File: config.mk
export PLATFORM = sky130hd
export DESIGN_NAME = reg_write_arbiter
export DESIGN_NICKNAME = d
export VERILOG_FILES = /design/src/rtl/reg_write_arbiter.sv
export SDC_FILE = /design/constraint.sdc
export NUM_CORES = 1
export LEC_CHECK = 0
export CORE_MARGIN = 1.5
export CORE_UTILIZATION = 49
export CTS_CLUSTER_SIZE = 12
export DETAILED_ROUTE_END_ITERATION = 7
export MAX_ROUTING_LAYER = met4
export PLACE_DENSITY = 0.8
export SKIP_LAST_GASP = 1
export SYNTH_ARGS = -nofsm -noshare
export SYNTH_HDL_FRONTEND = slang
export SYNTH_SLANG_ARGS = --single-unit
File: constraint.sdc
create_clock -name clock -period 4.7 [get_ports clock]
set_clock_uncertainty 0.2 [all_clocks]
set_input_delay 0.94 -clock clock [delete_from_list [all_inputs] [get_ports clock]]
set_output_delay 0.94 -clock clock [all_outputs]
set_load 0.02 [all_outputs]
File: src/rtl/reg_write_arbiter.sv
// Register-file write-port arbiter: pipeline writeback (WB) versus a buffered multi-cycle unit (AUX).
// WB normally wins; a starvation counter forces the AUX FIFO head out after STARVE_LIMIT consecutive WB wins.
module reg_write_arbiter #(
    parameter int DEPTH        = 2,
    parameter int STARVE_LIMIT = 4
) (
    input  logic        clock,
    input  logic        reset_n,
    input  logic        wb_valid,
    input  logic [4:0]  wb_id,
    input  logic [31:0] wb_value,
    output logic        wb_stall,
    input  logic        aux_valid,
    output logic        aux_ready,
    input  logic [4:0]  aux_id,
    input  logic [31:0] aux_value,
    input  logic [4:0]  rs_id,
    input  logic [4:0]  rt_id,
    output logic        hazard,
    output logic        control_reg_write,
    output logic [4:0]  control_write_id,
    output logic [31:0] reg_write_value
);

    localparam int PW = (DEPTH > 1) ? $clog2(DEPTH) : 1;
    localparam int CW = $clog2(DEPTH + 1);
    localparam int SW = $clog2(STARVE_LIMIT + 1);

    logic [4:0]    fifo_id    [DEPTH];
    logic [31:0]   fifo_value [DEPTH];
    logic [PW-1:0] rd_ptr;
    logic [PW-1:0] wr_ptr;
    logic [CW-1:0] count;
    logic [SW-1:0] starve_cnt;

    logic fifo_empty;
    logic force_aux;
    logic wb_req;
    logic pop;
    logic push;

    always_comb begin
        fifo_empty = (count == '0);
        aux_ready  = (count < CW'(DEPTH));
        force_aux  = !fifo_empty && (starve_cnt == SW'(STARVE_LIMIT));
        wb_stall   = force_aux;
        wb_req     = wb_valid && (wb_id != 5'd0) && !force_aux;
        pop        = !fifo_empty && (force_aux || !wb_req);
        push       = aux_valid && aux_ready && (aux_id != 5'd0);
    end

    // Entries already moved to the output register have left the FIFO, so only live slots are scanned.
    logic [PW-1:0] slot_offset;
    always_comb begin
        hazard      = 1'b0;
        slot_offset = '0;
        for (int i = 0; i < DEPTH; i++) begin
            slot_offset = PW'(i) - rd_ptr;
            if ((CW'(slot_offset) < count) &&
                ((fifo_id[i] == rs_id) || (fifo_id[i] == rt_id)))
                hazard = 1'b1;
        end
    end

    always_ff @(posedge clock) begin
        if (push) begin
            fifo_id[wr_ptr]    <= aux_id;
            fifo_value[wr_ptr] <= aux_value;
        end
    end

    always_ff @(posedge clock or negedge reset_n) begin
        if (!reset_n) begin
            rd_ptr            <= '0;
            wr_ptr            <= '0;
            count             <= '0;
            starve_cnt        <= '0;
            control_reg_write <= 1'b0;
            control_write_id  <= 5'd0;
            reg_write_value   <= 32'd0;
        end else begin
            if (push)
                wr_ptr <= wr_ptr + 1'b1;
            if (pop)
                rd_ptr <= rd_ptr + 1'b1;

            case ({push, pop})
                2'b10:   count <= count + 1'b1;
                2'b01:   count <= count - 1'b1;
                default: count <= count;
            endcase

            // A WB win while AUX waits counts toward starvation; any AUX issue or an empty FIFO resets it.
            if (wb_req && !pop && !fifo_empty) begin
                if (starve_cnt != SW'(STARVE_LIMIT))
                    starve_cnt <= starve_cnt + 1'b1;
            end else if (pop || fifo_empty) begin
                starve_cnt <= '0;
            end

            if (pop) begin
                control_reg_write <= 1'b1;
                control_write_id  <= fifo_id[rd_ptr];
                reg_write_value   <= fifo_value[rd_ptr];
            end else if (wb_req) begin
                control_reg_write <= 1'b1;
                control_write_id  <= wb_id;
                reg_write_value   <= wb_value;
            end else begin
                control_reg_write <= 1'b0;
            end
        end
    end

endmodule

== Yosys cells after proc, flatten, opt, wreduce, memory -nomap -nowiden ==
Memory sizes are Yosys's and may differ from the RTL's.
Index checks and enable logic that the tools add are counted.

* Bits in registers: 45
* Memory bits (writable): 74
* Output and inout bits: 41
* Word-level logic and storage cells: 67
* Memories kept: 2

* $add $sub $neg: 7
* Magnitude comparators: 3
* Equality and inequality tests: 9
* Mux-type cells: 14
* Reductions and logical operators: 25

{| class="wikitable"
|+ Memories
! name !! words !! bits a word !! rd ports !! clocked after memory_dff !! write ports !! line !! text
|-
| fifo_value || 2 || 32 || 1 || 0 || 1 || 30 || <nowiki>logic [31:0] fifo_value [DEPTH];</nowiki>
|-
| fifo_id || 2 || 5 || 3 || 0 || 1 || 29 || <nowiki>logic [4:0] fifo_id [DEPTH];</nowiki>
|}

{| class="wikitable"
|+ Operators by type and width
! cell !! number
|-
| 2-to-1 mux 32 bit || 2
|-
| == test 5 bit || 4
|-
| logical AND 1 bit || 10
|-
| 2-to-1 mux 5 bit || 2
|-
| nonzero test 5 bit || 2
|-
| 2-to-1 mux 3 bit || 3
|-
| 2-to-1 mux 1 bit || 6
|-
| nonzero test 2 bit || 3
|-
| logical NOT 1 bit || 4
|-
| logical OR 1 bit || 4
|-
| < comparator 1 x 2 -> 1 bit || 2
|-
| one-hot mux 2 bit (2 select lines) || 1
|-
| adder 3 x 1 -> 3 bit, second input constant || 1
|-
| == test 3 bit, second input constant || 1
|-
| != test 3 bit, second input constant || 1
|-
| adder 1 bit, second input constant || 2
|-
| adder 2 x 1 -> 2 bit, second input constant || 1
|-
| == test 2 x 1 -> 1 bit, second input constant || 1
|-
| == test 2 bit, second input constant || 1
|-
| logical NOT 2 bit || 1
|-
| < comparator 2 bit, second input constant || 1
|-
| != test 2 x 1 -> 1 bit, second input constant || 1
|-
| AND reduction 2 bit || 1
|-
| subtractor 1 bit, first input constant || 2
|-
| subtractor 2 x 1 -> 2 bit, second input constant || 1
|}

== Longest topological paths before layout ==
Gate-level depths: netlist of the first run.

* Depth after elaboration: 13
* Depth in mapped cells: 11
* Mapped depth without buffers: 10

== Worst setup path after synthesis of the first run ==
OpenSTA, ideal clock, no wires.

* Path kind: in2reg
* From: in aux_id[3]
* To: mem fifo_id[0][0] (enable)
* Library setup time: 0.431 ns
* Arrival time: 2.746 ns
* Required time: 4.069 ns
* Setup slack: 1.322 ns
* Cell stages on the path: 3
* Buffers on the path: 0
* Cells stage by stage: or4_1 o211ai_2 nor2_1

* Longest elaborated chain between the ends: 4

{| class="wikitable"
|+ Ends and longest elaborated chain
! what !! line !! text
|-
| from (decl) || 15 || <nowiki>input logic [4:0] aux_id,</nowiki>
|-
| nonzero test 5 bit || 49 || <nowiki>push = aux_valid && aux_ready && (aux_id != 5'd0);</nowiki>
|-
| logical AND 1 bit || 49 ||
|-
| 2-to-1 mux 1 bit || 66 || <nowiki>if (push) begin</nowiki>
|-
| 2-to-1 mux 1 bit (implied by the code) || 67 || <nowiki>fifo_id[wr_ptr] <= aux_id;</nowiki>
|-
| to (decl) || 29 ||
|}

No other way between the ends.

== Worst setup path after layout of the first run ==
* From: in rs_id[2]
* To: out hazard

* Longest elaborated chain between the ends: 5

{| class="wikitable"
|+ Ends and longest elaborated chain
! what !! line !! text
|-
| from (decl) || 17 || <nowiki>input logic [4:0] rs_id,</nowiki>
|-
| == test 5 bit || 60 || <nowiki>((fifo_id[i] == rs_id) || (fifo_id[i] == rt_id)))</nowiki>
|-
| logical OR 1 bit || 60 ||
|-
| logical AND 1 bit || 59 || <nowiki>if ((CW'(slot_offset) < count) &&</nowiki>
|-
| 2-to-1 mux 1 bit || 59 ||
|-
| 2-to-1 mux 1 bit (*) || 59 ||
|-
| to (decl) || 19 || <nowiki>output logic hazard,</nowiki>
|}

Mark *: on every way between the ends. The rest lies on a longest branch, timed or not.

==> flow_metrics.tcl, run 1 <==
set metrics [dict create \
    status "completed" \
    grt_pass1_vias 3562 \
    die_x_um 104 \
    num_rows 36 \
    ctsLongestPathBuffers 2 \
    path_cells "clkdlybuf4s50_1 -> xnor2_1 -> nand3_1 -> o22ai_1 -> o21ai_0 -> a21oi_1 -> clkdlybuf4s50_1" \
    finalSetupTns_ns 0 \
    netlist_area_sq_um 4950 \
    crit_slowest_cell "clkdlybuf4s50_1" \
    syn_nets 481 \
    setup_ws_ns 0.700 \
    holdCritPathClass "flip-flop to flip-flop" \
    crit_required_ns 3.56 \
    slew_headroom_pct 22.6 \
    syn_avg_cell_area_sq_um 12.7 \
    die_h_um 104 \
    grt_pass1_wl_um 18000 \
    p_per_area_nw_per_um2 601 \
    fmax_ghz 0.250 \
    clock_latency_ns 0.50 \
    holdCritStartpoint "starve_cnt[0]$_DFFE_PN0P_" \
    drc_errors 0 \
    routedWlPerCell_um 16.7 \
    post_cts_buffers 0 \
    clk_pin_slew_worst_paths_ns 0.06 \
    min_to "starve_cnt[0]$_DFFE_PN0P_" \
    start_util_pct 50.6 \
    drt_first_pass_iters 4 \
    area_growth_pct 40.4 \
    postSynthCellCount 390 \
    path_common_cell "clkdlybuf4s50_1" \
    holdPathStages 1 \
    core_sq_um 9770 \
    critPathMaxFanout 2 \
    synth_edf_count 74 \
    cts-resized-gates 0 \
    critPathKind "input pin to primary output" \
    peakVddDrop_uv 354 \
    grt-ovfl-total 0 \
    cp-startpoint "rs_id[2]" \
    endpoint_kind "primary output" \
    cts_root_buf "clkbuf_8" \
    slew_violations 0 \
    drive_above_1_share_pct 8.77 \
    antenna_found_initial 0 \
    drtIter0Drc 229 \
    cp-start-kind "input pin" \
    path_delay_family "buffers and inverters" \
    final_nets 614 \
    p_leak_nw 2.70 \
    finalWirelength_um 11200 \
    viasPerCell 5.09 \
    worst-r2r-cell-count 7 \
    async_flop_share_pct 37.8 \
    vias 3406 \
    cts_made_buffers 17 \
    dieArea_sq_um 10700 \
    arrival_ns 2.86 \
    tightest_slew_ns 1.16 \
    fin_crit_sh_pct 85.1 \
    io_pins 129 \
    n_antenna_cell 0 \
    ys_seq_area_share_pct 67.6 \
    gp_congestion 0.897 \
    crit_cells 7 \
    cts_sinks 119 \
    ys_warn_count 0 \
    setup_violations 0 \
    cts_tree "built" \
    crit_buf_inv 2 \
    grt_max_degree 54 \
    ff2ff_setup_slack_ns 2.12 \
    r2r_start "starve_cnt[0]$_DFFE_PN0P_" \
    synth.distinct_cells 29 \
    maxCapViolations 0 \
    portBuffers 128 \
    holdBufCountCts 0 \
    regToRegEndpoint "reg_write_value[29]$_DFFE_PN0P_" \
    period_minus_slack_ns 4.00 \
    place_ws_ns 0.729 \
    ys.flop_type "edfxtp_1" \
    ant_nets 0 \
    max_stage_delay_ns 0.61 \
    hold_viol_final 0 \
    ys_ff_latch 119 \
    h-tree-depth 4 \
    rsz0062_at_grt "no" \
    grt_util_all_layers_pct 22.5 \
    dp_hpwl_um 7440 \
]
-- layout make-up --
type | instances | area, sq um
flip-flops and latches | 119 | 3350
fillers | 706 | 2820
well taps | 133 | 166
multi-input cells | 244 | 1480
clock inverters | 13 | 179
inverters | 6 | 22.5
repair buffers | 135 | 1330
clock buffers | 19 | 422
-- synthesized netlist by cell type (5+ instances only) --
master / number / area share, %
a21oi_1: 38 / 3.8
buf_2: 10 / 1.0
dfrtp_1: 45 / 23
edfxtp_1: 74 / 45
inv_1: 6 / 0.45
mux2i_1: 37 / 7.5
nand2_1: 40 / 3.0
nor2_1: 44 / 3.3
o21ai_0: 9 / 0.91
o21ai_1: 29 / 2.9
xnor2_1: 21 / 3.7
xor2_1: 5 / 0.88
-- layer usage --
layer | global-route usage, % | part of all wire [%]
met1 | 27.4 | 43
met2 | 37.0 | 51
met3 | 5.79 | 5.9
met4 | 7.14 | 0.49
met5 | - | 0
-- state kept, by name, indices dropped and copies added, names as in the netlist --
register           flops
wr_ptr                 1
starve_cnt             3
fifo_id               10
control_reg_write      1
fifo_value            64
rd_ptr                 1
count                  2
reg_write_value       32
control_write_id       5
-- power breakdown --
group	switching, mW	internal [mW]
clock network	0.452	0.858
registers	0.155	1.39
logic	0.728	0.592
total	1.33	2.84
-- placed cells by master, fill, tap and decap left out, types with 2 or more instances in the layout --
master / n
nand2_1: 40
mux2i_1: 37
edfxtp_1: 74
nor3_1: 3
clkinv_2: 4
clkbuf_16: 16
clkinvlp_4: 4
inv_1: 6
xor2_1: 5
dfrtp_1: 44
nor2_1: 41
xnor2_1: 21
o21ai_1: 29
clkbuf_1: 2
nor2_4: 3
clkdlybuf4s50_1: 127
ha_1: 3
buf_4: 7
bufinv_16: 4
nand3_1: 4
o211ai_2: 2
o21ai_0: 9
a21oi_1: 38
-- how the worst max path moves through the flow --
stage	endpoint	slack (ns)
floorplan	fifo_id[0][0]$_DFFE_PP_	1.32
global placement	hazard	0.80
detailed placement	hazard	0.73
CTS	hazard	0.72
global route	hazard	0.64
finish	hazard	0.70
-- logic make-up (layout without fill, tap and decap cells) --
logic type      after synthesis  in the layout  synth area share (%)
mux                          37             37                  7.48
compound gates               82             82                  8.77
simple gates                 96             96                  7.74
xor+xnor                     26             26                  4.60
flops                       119            119                  67.6
buf+inv                      27            173                  3.01
fa+ha+maj                     3              3                 0.758
-- per-stage QoR --
| step | cells | cell area [sq um] | hold WS, ns | util (%) | power (mW) |
|---|---|---|---|---|---|
| 6_report | 669 | 6950 | 0.264 | 71.1 | 4.17 |
| 5_1_grt | 669 | 6950 | 0.310 | 71.1 | 4.39 |
| 4_1_cts | 669 | 6950 | 0.270 | 71.1 | 4.21 |
| 3_5_place_dp | 637 | 6350 | 0.262 | 65.0 | 2.89 |
| 3_3_place_gp | 637 | 6350 | 0.247 | 65.0 | 2.85 |
| 2_1_floorplan | 390 | 4950 | 0.229 | - | 2.37 |
Power figures use the tool's default switching activity.
==> run 2, diff against run 1 <==
PLACE_DENSITY = 0.92   (was 0.8)
==> run 2 against run 1 <==
Cell count is 0.30% lower. Cell area down 0.20%. Critical path type unchanged. Worst setup slack got worse by 0.010 ns. Sequential cell count stayed put. Global-route usage shrank 0.28 points.
==> flow_metrics.tcl, run 2 (same netlist as run 1, synthesis figures left out) <==
set metrics [dict create \
    status "completed" \
    finalSetupTns_ns 0 \
    holdPathStages 1 \
    cts_sinks 119 \
    crit_required_ns 3.56 \
    cts_tree "built" \
    drtIter0Drc 157 \
    drive_above_1_share_pct 8.80 \
    min_to "starve_cnt[0]$_DFFE_PN0P_" \
    maxCapViolations 0 \
    holdBufCountCts 0 \
    gp_congestion 0.885 \
    path_delay_family "buffers and inverters" \
    clk_pin_slew_worst_paths_ns 0.06 \
    final_common_cell "clkdlybuf4s50_1" \
    antenna_found_initial 0 \
    grt_util_all_layers_pct 22.2 \
    holdCritPathClass "flip-flop to flip-flop" \
    crit_cells 7 \
    io_pins 129 \
    n_antenna_cell 0 \
    p_per_area_nw_per_um2 599 \
    die_h_um 104 \
    regToRegEndpoint "reg_write_value[24]$_DFFE_PN0P_" \
    final_cell_mix "clkdlybuf4s50_1 (127), edfxtp_1 (74), dfrtp_1 (44)" \
    final_area_sq_um 6940 \
    grt_max_degree 50 \
    largest_reg_flops 64 \
    slew_violations 0 \
    post_cts_buffers 0 \
    grt_pass1_vias 3703 \
    crit_slowest_cell "clkdlybuf4s50_1" \
    ff2ff_setup_slack_ns 2.09 \
    ff_latch_area_sq_um 3350 \
    routedWlPerCell_um 16.4 \
    multi_input_comb_area_sq_um 1480 \
    critPathMaxFanout 2 \
    grt-ovfl-total 0 \
    period_minus_slack_ns 4.01 \
    hold_viol_final 0 \
    drt_first_pass_iters 4 \
    r2r_start "count[1]$_DFFE_PN0P_" \
    cts-resized-gates 0 \
    max_stage_delay_ns 0.63 \
    holdCritStartpoint "starve_cnt[0]$_DFFE_PN0P_" \
    ctsLongestPathBuffers 2 \
    viasPerCell 5.18 \
    top_register "fifo_value" \
    rsz0062_at_grt "no" \
    cts_root_buf "clkbuf_8" \
    dp_hpwl_um 7410 \
    slew_headroom_pct 28.3 \
    crit_buf_inv 2 \
    area_growth_pct 40.1 \
    setup_violations 0 \
    drc_errors 0 \
    finalWirelength_um 10900 \
    start_util_pct 50.6 \
    grt_pass1_wl_um 18200 \
    arrival_ns 2.87 \
    fmax_ghz 0.249 \
    path_cells "clkdlybuf4s50_1 -> xnor2_1 -> nand3_1 -> o22ai_1 -> o21ai_0 -> a21oi_1 -> clkdlybuf4s50_1" \
    endpoint_kind "primary output" \
    n_fill_cell 665 \
    num_rows 36 \
    ant_nets 0 \
    cp-start-kind "input pin" \
    reg_top3 "fifo_value: 64 flops, reg_write_value: 32 flops, fifo_id: 10 flops" \
    placed_cell_area_sq_um 6330 \
    peakVddDrop_uv 329 \
    portBuffers 128 \
    final_nets 612 \
    tightest_slew_ns 1.08 \
    die_x_um 104 \
    clock_latency_ns 0.50 \
    vias 3457 \
    worst-r2r-cell-count 5 \
    h-tree-depth 4 \
    core_sq_um 9770 \
    path_common_cell "clkdlybuf4s50_1" \
    p_leak_nw 2.69 \
    cts_made_buffers 17 \
    critPathKind "input pin to primary output" \
    fin_crit_sh_pct 85.3 \
    dieArea_sq_um 10700 \
]
-- run 2: layer usage --
metal | routed length, um | GRT usage (%) | vias up
li1 | - | - | 1642
met1 | 4550 | 25.8 | 1684
met2 | 5610 | 37.2 | 114
met4 | 154 | 7.84 | 0
met5 | 0 | - | -
met3 | 622 | 6.23 | 17
-- run 2: area by class of cell --
class | count | area share, %
Clock inverter | 14 | 2.51
Inverter | 6 | 0.325
Sequential cell | 119 | 48.3
Multi-Input combinational cell | 244 | 21.4
Timing Repair Buffer | 133 | 18.9
Clock buffer | 18 | 6.17
Tap cell | 133 | 2.40
-- run 2: how the worst max path moves through the flow --
stage              start  slack, ns                 endpoint
2_1_floorplan  aux_id[3]       1.32  fifo_id[0][0]$_DFFE_PP_
3_3_place_gp    rs_id[2]       0.80                   hazard
3_5_place_dp    rs_id[2]       0.70                   hazard
4_1_cts         rs_id[2]       0.70                   hazard
5_1_grt         rs_id[0]       0.52                   hazard
6_report        rs_id[2]       0.69                   hazard
-- run 2: where the power goes --
part           internal, mW  switching, mW  total [mW]
sequential             1.39          0.167        1.56
clock                 0.825          0.467        1.29
combinational         0.584          0.720        1.30
-- run 2: through the flow --
step                setup slack [ns]  hold WS [ns]  util (%)  cells  total power, mW
finish                         0.689         0.264      71.0    667             4.15
global route                   0.521         0.300      71.0    667             4.38
CTS                            0.696         0.266      71.0    667             4.19
detailed placement             0.703         0.259      64.8    635             2.89
global placement               0.800         0.238      64.8    635             2.83
floorplan                       1.32         0.229         -    390             2.37
==> run 3, diff against run 2 <==
CORE_UTILIZATION = 32   (was 49)
CTS_BUF_LIST = sky130_fd_sc_hd__clkbuf_4 sky130_fd_sc_hd__clkbuf_8 sky130_fd_sc_hd__clkbuf_16   (was unset)
PLACE_DENSITY = 0.68   (was 0.92)
==> run 3 against run 2 <==
Worst setup slack improved by 0.032 ns. Die area rose by 51%. Utilization fell by 24 points. Via count fell by 2.9%. Cell count rose by 8.2%. Cell area rose by 1.5%. Sequential share of layout area fell by 0.70 points. Clock power rose by 7%. Largest power group unchanged.
==> flow_metrics.tcl, run 3 (same netlist as run 1, synthesis figures left out) <==
set metrics [dict create \
    grt_util_all_layers_pct 15.2 \
    setup_ws_ns 0.721 \
    num_rows 45 \
    final_area_sq_um 7040 \
    vias 3358 \
    holdCritStartpoint "starve_cnt[0]$_DFFE_PN0P_" \
    endpoint_kind "primary output" \
    grt_max_degree 77 \
    crit_cells 7 \
    portBuffers 128 \
    r2r_start "count[1]$_DFFE_PN0P_" \
    place_ws_ns 0.742 \
    tightest_slew_ns 1.12 \
    ctsLongestPathBuffers 2 \
    crit_buf_inv 2 \
    placed_cell_area_sq_um 6400 \
    status "completed" \
    max_stage_delay_ns 0.62 \
    placed_cells 690 \
    whs_ns 0.254 \
    grt_pass1_wl_um 18100 \
    io_pins 129 \
    final_cell_mix "clkdlybuf4s50_1 (127), edfxtp_1 (74), dfrtp_1 (44)" \
    cts_sinks 119 \
    drc_errors 0 \
    worst-r2r-cell-count 5 \
    largest_reg_flops 64 \
    crit_slowest_cell "clkdlybuf4s50_1" \
    cts_made_buffers 17 \
    path_delay_family "buffers and inverters" \
    p_leak_nw 2.70 \
    final_nets 612 \
    finalSetupTns_ns 0 \
    holdPathStages 1 \
    regToRegEndpoint "reg_write_value[26]$_DFFE_PN0P_" \
    peakVddDrop_uv 366 \
    p_per_area_nw_per_um2 602 \
    clk_pin_slew_worst_paths_ns 0.05 \
    antenna_found_initial 0 \
    slew_headroom_pct 25.6 \
    viasPerCell 4.65 \
    h-tree-depth 4 \
    p_total_mw 4.24 \
    area_growth_pct 42.2 \
    core_sq_um 15100 \
    crit_required_ns 3.56 \
    drive_above_1_share_pct 8.05 \
    cp-start-kind "input pin" \
    post_cts_buffers 0 \
    grt-ovfl-total 0 \
    fin_crit_sh_pct 84.7 \
    drt_first_pass_iters 4 \
    dieArea_sq_um 16200 \
    die_x_um 127 \
    slew_violations 0 \
    path_cells "clkdlybuf4s50_1 -> xnor2_1 -> nand3_1 -> o22ai_1 -> o21ai_0 -> a21oi_1 -> clkdlybuf4s50_1" \
    drtIter0Drc 140 \
    holdBufCountCts 0 \
    top_register "fifo_value" \
    instances_no_fill 722 \
    ant_nets 0 \
    period_minus_slack_ns 3.98 \
    arrival_ns 2.84 \
    fmax_ghz 0.251 \
    start_util_pct 32.7 \
    hold_viol_final 0 \
    cts_root_buf "clkbuf_16" \
    path_common_cell "clkdlybuf4s50_1" \
    maxCapViolations 0 \
    routedWlPerCell_um 15.6 \
    n_antenna_cell 0 \
    critPathMaxFanout 2 \
    critPathKind "input pin to primary output" \
    holdCritPathClass "flip-flop to flip-flop" \
    cts_tree "built" \
    dp_hpwl_um 7690 \
    die_h_um 127 \
    rsz0062_at_grt "no" \
    cts-resized-gates 0 \
    reg_top3 "fifo_value: 64 flops, reg_write_value: 32 flops, fifo_id: 10 flops" \
    grt_pass1_vias 3530 \
    final_util_pct 46.5 \
    final_common_cell "clkdlybuf4s50_1" \
    clock_latency_ns 0.41 \
    finalWirelength_um 11200 \
    setup_violations 0 \
    ff2ff_setup_slack_ns 2.27 \
    min_to "starve_cnt[0]$_DFFE_PN0P_" \
    gp_congestion 0.723 \
]
==> run 3: cell count changes in the layout (fill, tap and decap cells not counted) <==
| cell | change |
|---|---|
| clkinv_1 | +4 |
| clkbuf_8 | -2 |
| bufinv_16 | +2 |
| inv_6 | -3 |
| clkbuf_16 | +1 |
| clkinv_4 | -1 |
| clkinv_2 | -1 |
==> run 3: where the power goes <==
part | internal [mW] | switching, mW | total [mW]
sequential | 1.39 | 0.162 | 1.55
clock | 0.931 | 0.450 | 1.38
combinational | 0.585 | 0.721 | 1.31
total | 2.91 | 1.33 | 4.24
==> run 3: worst reg2reg max path: stages (launching register included) <==
cell     delay (ns)
dfrtp_1        0.47
nor2_4         0.86
buf_4          0.45
nor2_1         0.10
a21oi_1        0.11
o21ai_0        0.09
==> run 3: layout make-up <==
cell class	instances	area, sq um
Fill cell	1365	8110
Sequential cell	119	3350
Multi-Input combinational cell	244	1480
Timing Repair Buffer	133	1310
Clock buffer	17	425
Tap cell	188	235
Clock inverter	15	209
Inverter	6	22.5
==> run 3: how the worst max path moves through the flow <==
stage                     startpoint                 endpoint  slack, ns
after CTS                   rs_id[2]                   hazard       0.73
after global placement      rs_id[2]                   hazard       0.78
after detailed placement    rs_id[2]                   hazard       0.74
final                       rs_id[2]                   hazard       0.72
after floorplan            aux_id[3]  fifo_id[0][0]$_DFFE_PP_       1.32
after global routing        rs_id[2]                   hazard       0.61
==> run 3: per-layer routing <==
layer / share of wire [%] / vias up / wire (um) / track usage, %
met5: 0 / - / 0 / -
met3: 5.6 / 7 / 631 / 5.07
met4: 0.88 / 0 / 99 / 4.81
li1: - / 1641 / - / -
met1: 43 / 1616 / 4840 / 17.9
met2: 50 / 94 / 5660 / 24.7
